### config.mk
export PLATFORM = sky130hd
export DESIGN_NAME = pipe_stage_elastic
export DESIGN_NICKNAME = d
export VERILOG_FILES = /design/src/rtl/pipe_stage_elastic.sv
export SDC_FILE = /design/constraint.sdc
export NUM_CORES = 1
export LEC_CHECK = 0
export BUFFER_PORTS_ARGS = -buffer_cell sky130_fd_sc_hd__buf_4
export CAP_MARGIN = 10
export CORE_ASPECT_RATIO = 0.6
export CORE_UTILIZATION = 46
export CTS_CLUSTER_SIZE = 14
export DETAILED_ROUTE_END_ITERATION = 10
export GPL_TIMING_DRIVEN = 0
export PLACE_DENSITY = 0.7
export SYNTH_ARGS = -nofsm -noshare
export SYNTH_HDL_FRONTEND = slang
export SYNTH_SLANG_ARGS = --single-unit
export TNS_END_PERCENT = 10
### constraint.sdc
create_clock -name clk -period 4.3 [get_ports clk]
set_input_delay 0 -clock clk [delete_from_list [all_inputs] [get_ports clk]]
set_output_delay 0 -clock clk [all_outputs]
set_load 0.005 [all_outputs]
### src/rtl/pipe_stage_elastic.sv
// Elastic inter-stage pipeline register: valid/ready handshake, flush, and an
// optional skid register that makes in_ready a registered term.
module pipe_stage_elastic #(
  parameter int unsigned DATA_W = 32,
  parameter int unsigned CTRL_W = 12,
  parameter int unsigned SKID   = 1
) (
  input  logic              clk,
  input  logic              rst,
  input  logic              flush,
  input  logic              in_valid,
  output logic              in_ready,
  input  logic [DATA_W-1:0] in_data,
  input  logic [CTRL_W-1:0] in_ctrl,
  output logic              out_valid,
  input  logic              out_ready,
  output logic [DATA_W-1:0] out_data,
  output logic [CTRL_W-1:0] out_ctrl,
  output logic [1:0]        occupancy
);

  logic              main_valid, main_valid_n;
  logic [DATA_W-1:0] main_data, main_data_n;
  logic [CTRL_W-1:0] main_ctrl, main_ctrl_n;
  logic              skid_valid, skid_valid_n;
  logic [DATA_W-1:0] skid_data, skid_data_n;
  logic [CTRL_W-1:0] skid_ctrl, skid_ctrl_n;
  logic              in_xfer, out_xfer;

  // With a skid register, ready depends only on local state, never on out_ready.
  assign in_ready = !rst && !flush &&
                    ((SKID != 0) ? !skid_valid : (out_ready || !main_valid));

  assign out_valid = main_valid;
  assign out_data  = main_data;
  assign out_ctrl  = main_ctrl;

  always_comb begin
    in_xfer      = in_valid && in_ready;
    out_xfer     = main_valid && out_ready;
    main_valid_n = main_valid;
    main_data_n  = main_data;
    main_ctrl_n  = main_ctrl;
    skid_valid_n = skid_valid;
    skid_data_n  = skid_data;
    skid_ctrl_n  = skid_ctrl;
    if (flush) begin
      main_valid_n = 1'b0;
      skid_valid_n = 1'b0;
    end else if (SKID == 0) begin
      if (in_xfer) begin
        main_valid_n = 1'b1;
        main_data_n  = in_data;
        main_ctrl_n  = in_ctrl;
      end else if (out_xfer) begin
        main_valid_n = 1'b0;
      end
    end else begin
      // A full skid always drains into main before any new input is taken.
      if (skid_valid) begin
        if (out_ready) begin
          main_data_n  = skid_data;
          main_ctrl_n  = skid_ctrl;
          skid_valid_n = 1'b0;
        end
      end else if (in_xfer) begin
        if (!main_valid || out_ready) begin
          main_valid_n = 1'b1;
          main_data_n  = in_data;
          main_ctrl_n  = in_ctrl;
        end else begin
          skid_valid_n = 1'b1;
          skid_data_n  = in_data;
          skid_ctrl_n  = in_ctrl;
        end
      end else if (out_xfer) begin
        main_valid_n = 1'b0;
      end
    end
    // Bubbles carry an all-zero control bundle from the register itself.
    if (!main_valid_n) main_ctrl_n = '0;
  end

  always_ff @(posedge clk) begin
    if (rst) begin
      main_valid <= 1'b0;
      main_data  <= '0;
      main_ctrl  <= '0;
      skid_valid <= 1'b0;
      skid_data  <= '0;
      skid_ctrl  <= '0;
      occupancy  <= '0;
    end else begin
      main_valid <= main_valid_n;
      main_data  <= main_data_n;
      main_ctrl  <= main_ctrl_n;
      skid_valid <= skid_valid_n;
      skid_data  <= skid_data_n;
      skid_ctrl  <= skid_ctrl_n;
      occupancy  <= {1'b0, main_valid_n} + {1'b0, skid_valid_n};
    end
  end

endmodule

======== After elaboration in Yosys (flattened, before gate mapping) ========
Cells that the tools add are included.
storage, ports and cells
  register bits after elaboration ......... 92
  input port bits ......................... 49
  logic and storage cells ................. 45
operators by class
  $add $sub $neg .......................... 1
  eq/ne operators ......................... 1
  mux-type cells .......................... 18
  bitwise operators ....................... 4
  reductions and logical operators ........ 14
operators with widths
  operator              number
  $mux W32              4
  $mux W12              4
  $mux W1               10
  $reduce_and A4 Y1     2
  $logic_and A1 B1 Y1   4
  $logic_not A1 Y1      4
  $not A1 Y1            4
  $reduce_bool A2 Y1    2
  $add A1 B1 Y2         1
  $ne A2 B2 Y1 const B  1
  $reduce_or A2 Y1      1
  $logic_or A1 B1 Y1    1

======== Logic depth before layout (Yosys ltp) ========
Gate-level depths: netlist (run 1).
  depth after elaboration ................. 9
  depth in mapped cells ................... 8
  mapped depth without buffers ............ 5

======== Least setup slack after synthesis (run 1) ========
OpenSTA, ideal clock, no wires.
  path type ............................... register -> register
  from .................................... register main_valid, in the netlist out_valid
  to ...................................... register occupancy[0]
  data arrival time ....................... 1.615 ns
  required time ........................... 4.172 ns
  path slack .............................. 2.557 ns
  cell stages (with the launch flop) ...... 8
  path buffers ............................ 2
  period minus slack after synthesis ...... 1.743 ns
  cells stage by stage .................... dfxtp_1 -> nand2b_1 -> or4_1 -> buf_2 -> buf_6 -> a21oi_1 -> ha_1 -> nor2b_1
on the way
  cells in the longest elaborated chain, start to end .. 7
  elaborated cells between the ends (all ways) .. 13
  those cells by class .................... 1 x add/sub; 9 x mux; 3 x reduce/logical
RTL lines
  what                    RTL line  source
  start, declared         22        logic main_valid, main_valid_n;
  start signal, assigned  94        main_valid <= main_valid_n;
  $logic_not A1 Y1        67        if (!main_valid || out_ready) begin
  $logic_or A1 B1 Y1      67
  $mux W1                 67
  $mux W1                 66        end else if (in_xfer) begin
  $mux W1                 60        if (skid_valid) begin
  $mux W1                 47        if (flush) begin
  named net skid_valid_n  25        logic skid_valid, skid_valid_n;
  $add A1 B1 Y2           100       occupancy <= {1'b0, main_valid_n} + {1'b0, skid_valid_n};
  end signal, assigned    100
  end, declared           19        output logic [1:0] occupancy
The timed path passes the listed nets, and every way through them passes these cells.
A chain may end at the register's enable or synchronous reset.

======== Worst setup path in the final report (run 1) ========
  from .................................... register skid_valid
  to ...................................... register occupancy[0]
on the way
  cells in the longest elaborated chain, start to end .. 7
  elaborated cells between the ends (all ways) .. 10
  those cells by class .................... 1 x add/sub; 6 x mux; 3 x reduce/logical
RTL lines
  what                    RTL line  source
  start, declared         25
  start signal, assigned  97        skid_valid <= skid_valid_n;
  $logic_not A1 Y1        32        ((SKID != 0) ? !skid_valid : (out_ready || !main_valid));
  $logic_and A1 B1 Y1     31        assign in_ready = !rst && !flush &&
  $logic_and A1 B1 Y1     39        in_xfer = in_valid && in_ready;
  $mux W1                 66
  $mux W1 *               60
  $mux W1 *               47
  named net skid_valid_n  25
  $add A1 B1 Y2 *         100
The timed path passes the listed nets; every way through them passes the cells marked *.

==> run summary, run 1 <==
DRC violations left: 0
All-Layer GR Usage: 26.7%
Area leader, netlist: dfxtp_1
Unrepaired setup endpoints after global routing: no
Antenna cells: 0
DR pass1 iterations: 5
Detailed Place HPWL: 7.75 mm
Final ANT Viol Nets: 0
MaxCap Viol Count: 0
WP buf/inv: 2
Ys Warns: 0
Clock sink count: 92
Mapped Area: 4040 sq um
TNS Setup: 0 ns
Met1 Use GR: 35.2%
Max-slew violation count: 0
Aggregate global routing overflow: 0
Min-Delay Path Class: in2reg
DR vias: 4159
CP Cell Sequence: buf_2, buf_1, nand2_1, a21oi_1, ha_1, nor2b_1
Worst hold slack: 0.00459 ns
Worst setup path class: reg2reg
Crit-path max FO: 10
Status: finished clean
Share of layout cells above drive strength 1: 20.2%
Post-synthesis cell count: 515
FP Rows: 26
H-tree depth: 3
Worst EP arrival: 2.23 ns
Skew-Pair Late Insertion Delay: 0.35 ns
Die X: 123 um
Startpoint types: register
Clock skew: 0.00667 ns
Initial core utilization: 47.4%
Port bufs: 94
Seq/Total Area, Yosys: 45.6%
Final critical-path setup slack: 2.29 ns
Placement Cell Area: 4880 sq um
First-pass GRT wire length: 18.5 mm
Routed vias/inst: 5.33
Final Hold Viols: 0
Syn_area_per_cell: 7.84 sq um
Leak: 2.20 nW
Most Used Layer, Global Route: met2
Final std cells w/o fill: 781
Initial DRC Count: 324
Placed Cells: 721
Top cell type's share of synthesized area: 45.6%
Setup violators final: 0
Final Cell Area: 5630 sq um
Chip height: 74.6 um
CTS root buf: clkbuf_16
Place WS: 2.33 ns
Met3 Use GR: 8.05%
Cell area power density: 340 nW/um^2
Slew HR: 56.8%
Post-Synthesis Net Count: 565
Yosys reg bits: 92
Final GP Congestion: 0.804
GR Layer Usage met2: 42.9%
Fin nets: 714
# resized after CTS: 0
Fmax: 0.497 GHz
Setup crit end kind: register
Die area: 9170 sq um
CORE AREA: 8520 sq um
Crit share post-route: 46.8%
Buffer levels on the longest clock path: 2
Top post-synthesis cells by area: dfxtp_1 (46%), nand2_1 (8.4%), a211oi_1 (8.2%)
Worst-path clk slew: 0.06 ns
CTS Buf Count: 9
Worst-Margin Slew: 0.643 ns
Req. time, crit path: 4.52 ns
Avg WL per Cell: 15.2 um
Critical path's largest stage delay: 0.44 ns
Routed WL: 11.8 mm
Tmin final: 2.01 ns
Synth-to-Final Area Change: 39.4%
Unique cell type count in the Yosys netlist: 23
Vias in the first global route: 3776
Crit-path leading delay family: buffers and inverters
Clock tree from TritonCTS: built
Antenna violations before repair: 0
Maximum VDD drop: 0.202 mV
Ports: 97
Critical-path top delay cell: dfxtp_1
Largest net degree at the start of global routing: 15
placed cells by master (no fill, tap or decap), types with 2 or more instances in the layout:
cell | Yosys | final
buf_4 | 0 | 94
dfxtp_1 | 92 | 92
nand2_1 | 90 | 90
nor2_1 | 88 | 88
a21oi_1 | 46 | 46
o21ai_0 | 45 | 45
o21a_1 | 44 | 44
a211oi_1 | 44 | 44
dlygate4sd3_1 | 0 | 44
clkbuf_1 | 25 | 25
buf_2 | 14 | 14
clkbuf_16 | 0 | 9
buf_6 | 7 | 7
clkinv_2 | 0 | 4
inv_1 | 3 | 3
nand2b_1 | 3 | 3
buf_1 | 3 | 3
nor2b_1 | 2 | 2
clkbuf_8 | 0 | 2
cells in the mapped netlist:
master	count
nand2b_1	3
nand2b_4	1
o21ai_0	45
or2_1	1
nor2_1	88
nor4_4	1
a211oi_2	1
buf_1	3
nand2_1	90
a211oi_1	44
o21a_1	44
nor3_1	1
buf_6	7
a21oi_1	46
buf_2	14
clkbuf_1	25
inv_1	3
a211o_1	1
or4_1	1
ha_1	1
nor2b_1	2
dfxtp_1	92
a221oi_4	1
logic make-up after synthesis:
group           after synthesis  synth area share, %
simple gates                188                 18.7
flops                        92                 45.6
fa+ha+maj                     1                0.310
buf+inv                      52                 6.57
compound gates              182                 28.8
metrics by stage:
stage	total power [mW]	utilization, %
2_1_floorplan	0.988	-
3_3_place_gp	1.08	57.3
3_5_place_dp	1.08	57.3
4_1_cts	1.91	66.0
5_1_grt	1.98	66.0
6_report	1.91	66.0
state kept, by name, summed over array words and instances (netlist names):
| name | count |
|---|---|
| out_data | 32 |
| out_valid | 1 |
| skid_valid | 1 |
| occupancy | 2 |
| skid_data | 32 |
| skid_ctrl | 12 |
| out_ctrl | 12 |
metal layers:
| layer | up-vias | wire length [um] | part of all wire [%] |
|---|---|---|---|
| met1 | 1928 | 5530 | 47 |
| met3 | 16 | 870 | 7.3 |
| met2 | 162 | 5320 | 45 |
| met4 | 0 | 121 | 1.0 |
| met5 | - | 0 | 0 |
| li1 | 2053 | - | - |
report_power, final:
part | switching (mW) | leakage [nW] | internal [mW] | total (mW)
clock network | 0.334 | 0.155 | 0.478 | 0.812
registers | 0.0106 | 0.746 | 0.872 | 0.883
logic | 0.107 | 1.30 | 0.110 | 0.216
total | 0.451 | 2.20 | 1.46 | 1.91
worst paths after layout:
check                startpoint             to  slack (ns)  cells past startpoint
setup / recovery     skid_valid   occupancy[0]        2.29                      6
hold / removal            flush     skid_valid       0.005                      2
setup reg to reg     skid_valid   occupancy[0]        2.29                      6
hold reg to reg   skid_data[14]  skid_data[14]        0.46                      2
repair_timing:
item / in CTS / in global routing
setup buffers: 0 / 0
hold endpoints to repair: 44 / 0
hold buffers: 44 / 0
final cells by class:
| type | instances | area (sq um) |
|---|---|---|
| fill | 733 | 2900 |
| multi-input combinational | 371 | 1930 |
| sequential | 92 | 1840 |
| timing repair buffer | 138 | 1150 |
| buffer | 49 | 254 |
| clock buffer | 11 | 253 |
| tap | 112 | 140 |
| clock inverter | 5 | 50.0 |
| inverter | 3 | 11.3 |
No activity file was read; power rests on OpenSTA's default activity.
==> run 2: changes to the inputs <==
Settings changed: PLACE_DENSITY 0.7 to 0.73.
Clock period 4.3 ns to 1.8 ns, I/O delays scaled along.
==> run summary, run 2 (synthesis gave the netlist of run 1 again) <==
Status: finished clean (unchanged)
Clock tree from TritonCTS: built (unchanged)
Hold EP: out_ctrl[6] (was skid_valid)
Synth-to-Final Area Change: 40.3% (was 39.4%)
Buffer levels on the longest clock path: 2 (unchanged)
CTS root buf: clkbuf_16 (unchanged)
Initial DRC Count: 335 (was 324)
Reg2reg path depth: 5 (was 6)
CTS Buf Count: 9 (unchanged)
Unrepaired setup endpoints after global routing: yes (was no)
Cell area power density: 799 nW/um^2 (was 340 nW/um^2)
Clock sink count: 92 (unchanged)
Tmin final: 1.73 ns (was 2.01 ns)
Die area: 9170 sq um (unchanged)
Worst EP arrival: 1.96 ns (was 2.23 ns)
Int Pwr: 3.49 mW (was 1.46 mW)
Vias in the first global route: 3753 (was 3776)
FP Rows: 26 (unchanged)
Worst-path clk slew: 0.06 ns (about the same)
DR pass1 iterations: 5 (unchanged)
Worst hold stages: 3 (was 2)
Largest net degree at the start of global routing: 14 (was 15)
Hold path startpoint: rst (was flush)
CP Cell Sequence: or2_1, a221oi_4, buf_4, nor2_1, a211oi_1 (was buf_2, buf_1, nand2_1, a21oi_1, ha_1, nor2b_1)
Switch Pwr: 1.04 mW (was 0.451 mW)
CORE AREA: 8520 sq um (unchanged)
Final ANT Viol Nets: 0 (unchanged)
Top Metal Used: met4 (unchanged)
MaxCap Viol Count: 0 (unchanged)
Setup violators final: 0 (unchanged)
Critical-path top delay cell: a221oi_4 (was dfxtp_1)
Commonest non-fill, non-tap cell in the layout: buf_4 (unchanged)
Final Hold Viols: 0 (unchanged)
Worst-Margin Slew: 0.619 ns (was 0.643 ns)
R2R Path Start: skid_valid (unchanged)
Reg2reg end: out_data[20] (was occupancy[0])
DRC violations left: 0 (unchanged)
Aggregate global routing overflow: 0 (unchanged)
Place WS: -0.168 ns (was 2.33 ns)
Avg WL per Cell: 15.3 um (was 15.2 um)
Min-Delay Path Class: in2reg (unchanged)
Most used cells in the layout excluding fill and tap cells: buf_4 (99), nand2_1 (90), dfxtp_1 (90) (was buf_4 (94), dfxtp_1 (92), nand2_1 (90))
Leak: 2.22 nW (was 2.20 nW)
Gate power share: 11.6% (was 11.3%)
Sequential Power Share: 46.6% (was 46.2%)
Initial core utilization: 47.4% (unchanged)
Detailed Place HPWL: 7.84 mm (was 7.75 mm)
Antenna cells: 0 (unchanged)
Fillers: 749 (was 733)
Worst setup path class: reg2reg (unchanged)
Fin nets: 716 (was 714)
Ports: 97 (unchanged)
Max-slew violation count: 0 (unchanged)
Setup crit end kind: register (unchanged)
Clock share of power: 41.7% (was 42.5%)
H-tree depth: 3 (unchanged)
Crit-path max FO: 10 (unchanged)
Met1 Wirelength: 5.60 mm (was 5.53 mm)
Met2 WL: 5.41 mm (was 5.32 mm)
Die X: 123 um (unchanged)
Final GP Congestion: 0.811 (was 0.804)
Routed WL: 12.0 mm (was 11.8 mm)
PnR Total Power: 4.52 mW (was 1.91 mW)
Startpoint types: register (unchanged)
Routed wl met3: 837 um (was 870 um)
Sw frac: 23.0% (was 23.6%)
Clock skew: 0.00386 ns (was 0.00667 ns)
Crit share post-route: 96.0% (was 46.8%)
Slew HR: 58.4% (was 56.8%)
Port bufs: 94 (unchanged)
DR vias: 4127 (was 4159)
TNS Setup: 0 ns (unchanged)
Share of layout cells above drive strength 1: 21.1% (was 20.2%)
Routed vias/inst: 5.28 (was 5.33)
Chip height: 74.6 um (unchanged)
All-Layer GR Usage: 27.3% (was 26.7%)
Fmax: 0.579 GHz (was 0.497 GHz)
Maximum VDD drop: 0.555 mV (was 0.202 mV)
Flop2flop setup slack: 0.07 ns (was 2.29 ns)
Req. time, crit path: 2.03 ns (was 4.52 ns)
First-pass GRT wire length: 18.7 mm (was 18.5 mm)
Critical path's largest stage delay: 0.44 ns (about the same)
Antenna violations before repair: 0 (unchanged)
Final critical-path setup slack: 0.0719 ns (was 2.29 ns)
Skew-Pair Late Insertion Delay: 0.34 ns (was 0.35 ns)
## run 2: cell types whose count changed in the layout (fill, tap and decap cells not counted), moves of 2 or more
cell and delta:
buf_4 +5, buf_2 -3, clkbuf_2 +3, clkinv_2 -3, dfxtp_1 -2, clkbuf_1 -2
## run 2: through the flow
step           util, %  cells  instance area (sq um)  hold WS (ns)
5_1_grt           66.4    781                   5660        0.0848
4_1_cts           66.2    781                   5650        0.0702
6_report          66.4    781                   5660        0.0775
3_5_place_dp      57.3    721                   4880         0.269
3_3_place_gp      57.3    721                   4880         0.260
2_1_floorplan        -    515                   4040         0.136
## run 2: routing by layer
layer	vias to the layer above	track usage (%)
met5	-	0
met4	0	9.08
met3	14	6.90
met2	171	42.7
met1	1890	37.0
li1	2052	-
## run 2: cell type report
| class | instances | area (sq um) | area share (%) |
|---|---|---|---|
| multi-input cells | 371 | 1940 | 34.2 |
| clock inverters | 2 | 35.0 | 0.619 |
| plain buffers | 48 | 265 | 4.68 |
| flip-flops and latches | 92 | 1850 | 32.6 |
| well taps | 112 | 140 | 2.47 |
| clock buffers | 12 | 256 | 4.53 |
| repair buffers | 141 | 1170 | 20.7 |
| inverters | 3 | 11.3 | 0.199 |
## run 2: power by group through the flow
stage / clock network (mW) / logic [mW] / registers, mW
after floorplan: 0 / 0.206 / 2.15
final: 1.89 / 0.527 / 2.11
after global routing: 2.00 / 0.575 / 2.11
after global placement: 0 / 0.429 / 2.15
after CTS: 1.91 / 0.515 / 2.11
after detailed placement: 0 / 0.435 / 2.15
## run 2: worst max-delay path, delay by kind of cell, from the launching register on
family | cells | cell delay (ns)
flops | 1 | 0.36
simple gates | 2 | 0.33
compound gates | 2 | 0.67
buf+inv | 1 | 0.27
## run 2: worst max-delay path by stage
stage	start	to	slack, ns	cells after the start
after CTS	skid_valid	occupancy[0]	0.005	6
after global routing	out_valid	occupancy[0]	-0.03	6
final	skid_valid	out_data[20]	0.07	5
after global placement	skid_valid	occupancy[0]	-0.14	6
after detailed placement	skid_valid	occupancy[0]	-0.17	6
after floorplan	out_valid	occupancy[0]	0.06	7
## run 2: what timing repair did
item	4_1_cts	5_1_grt
hold buffers	45	0
gates resized for setup	6	15
endpoints found under the setup margin	2	9
pin swaps	0	2
buffers inserted	1	1
hold endpoints to repair	45	0
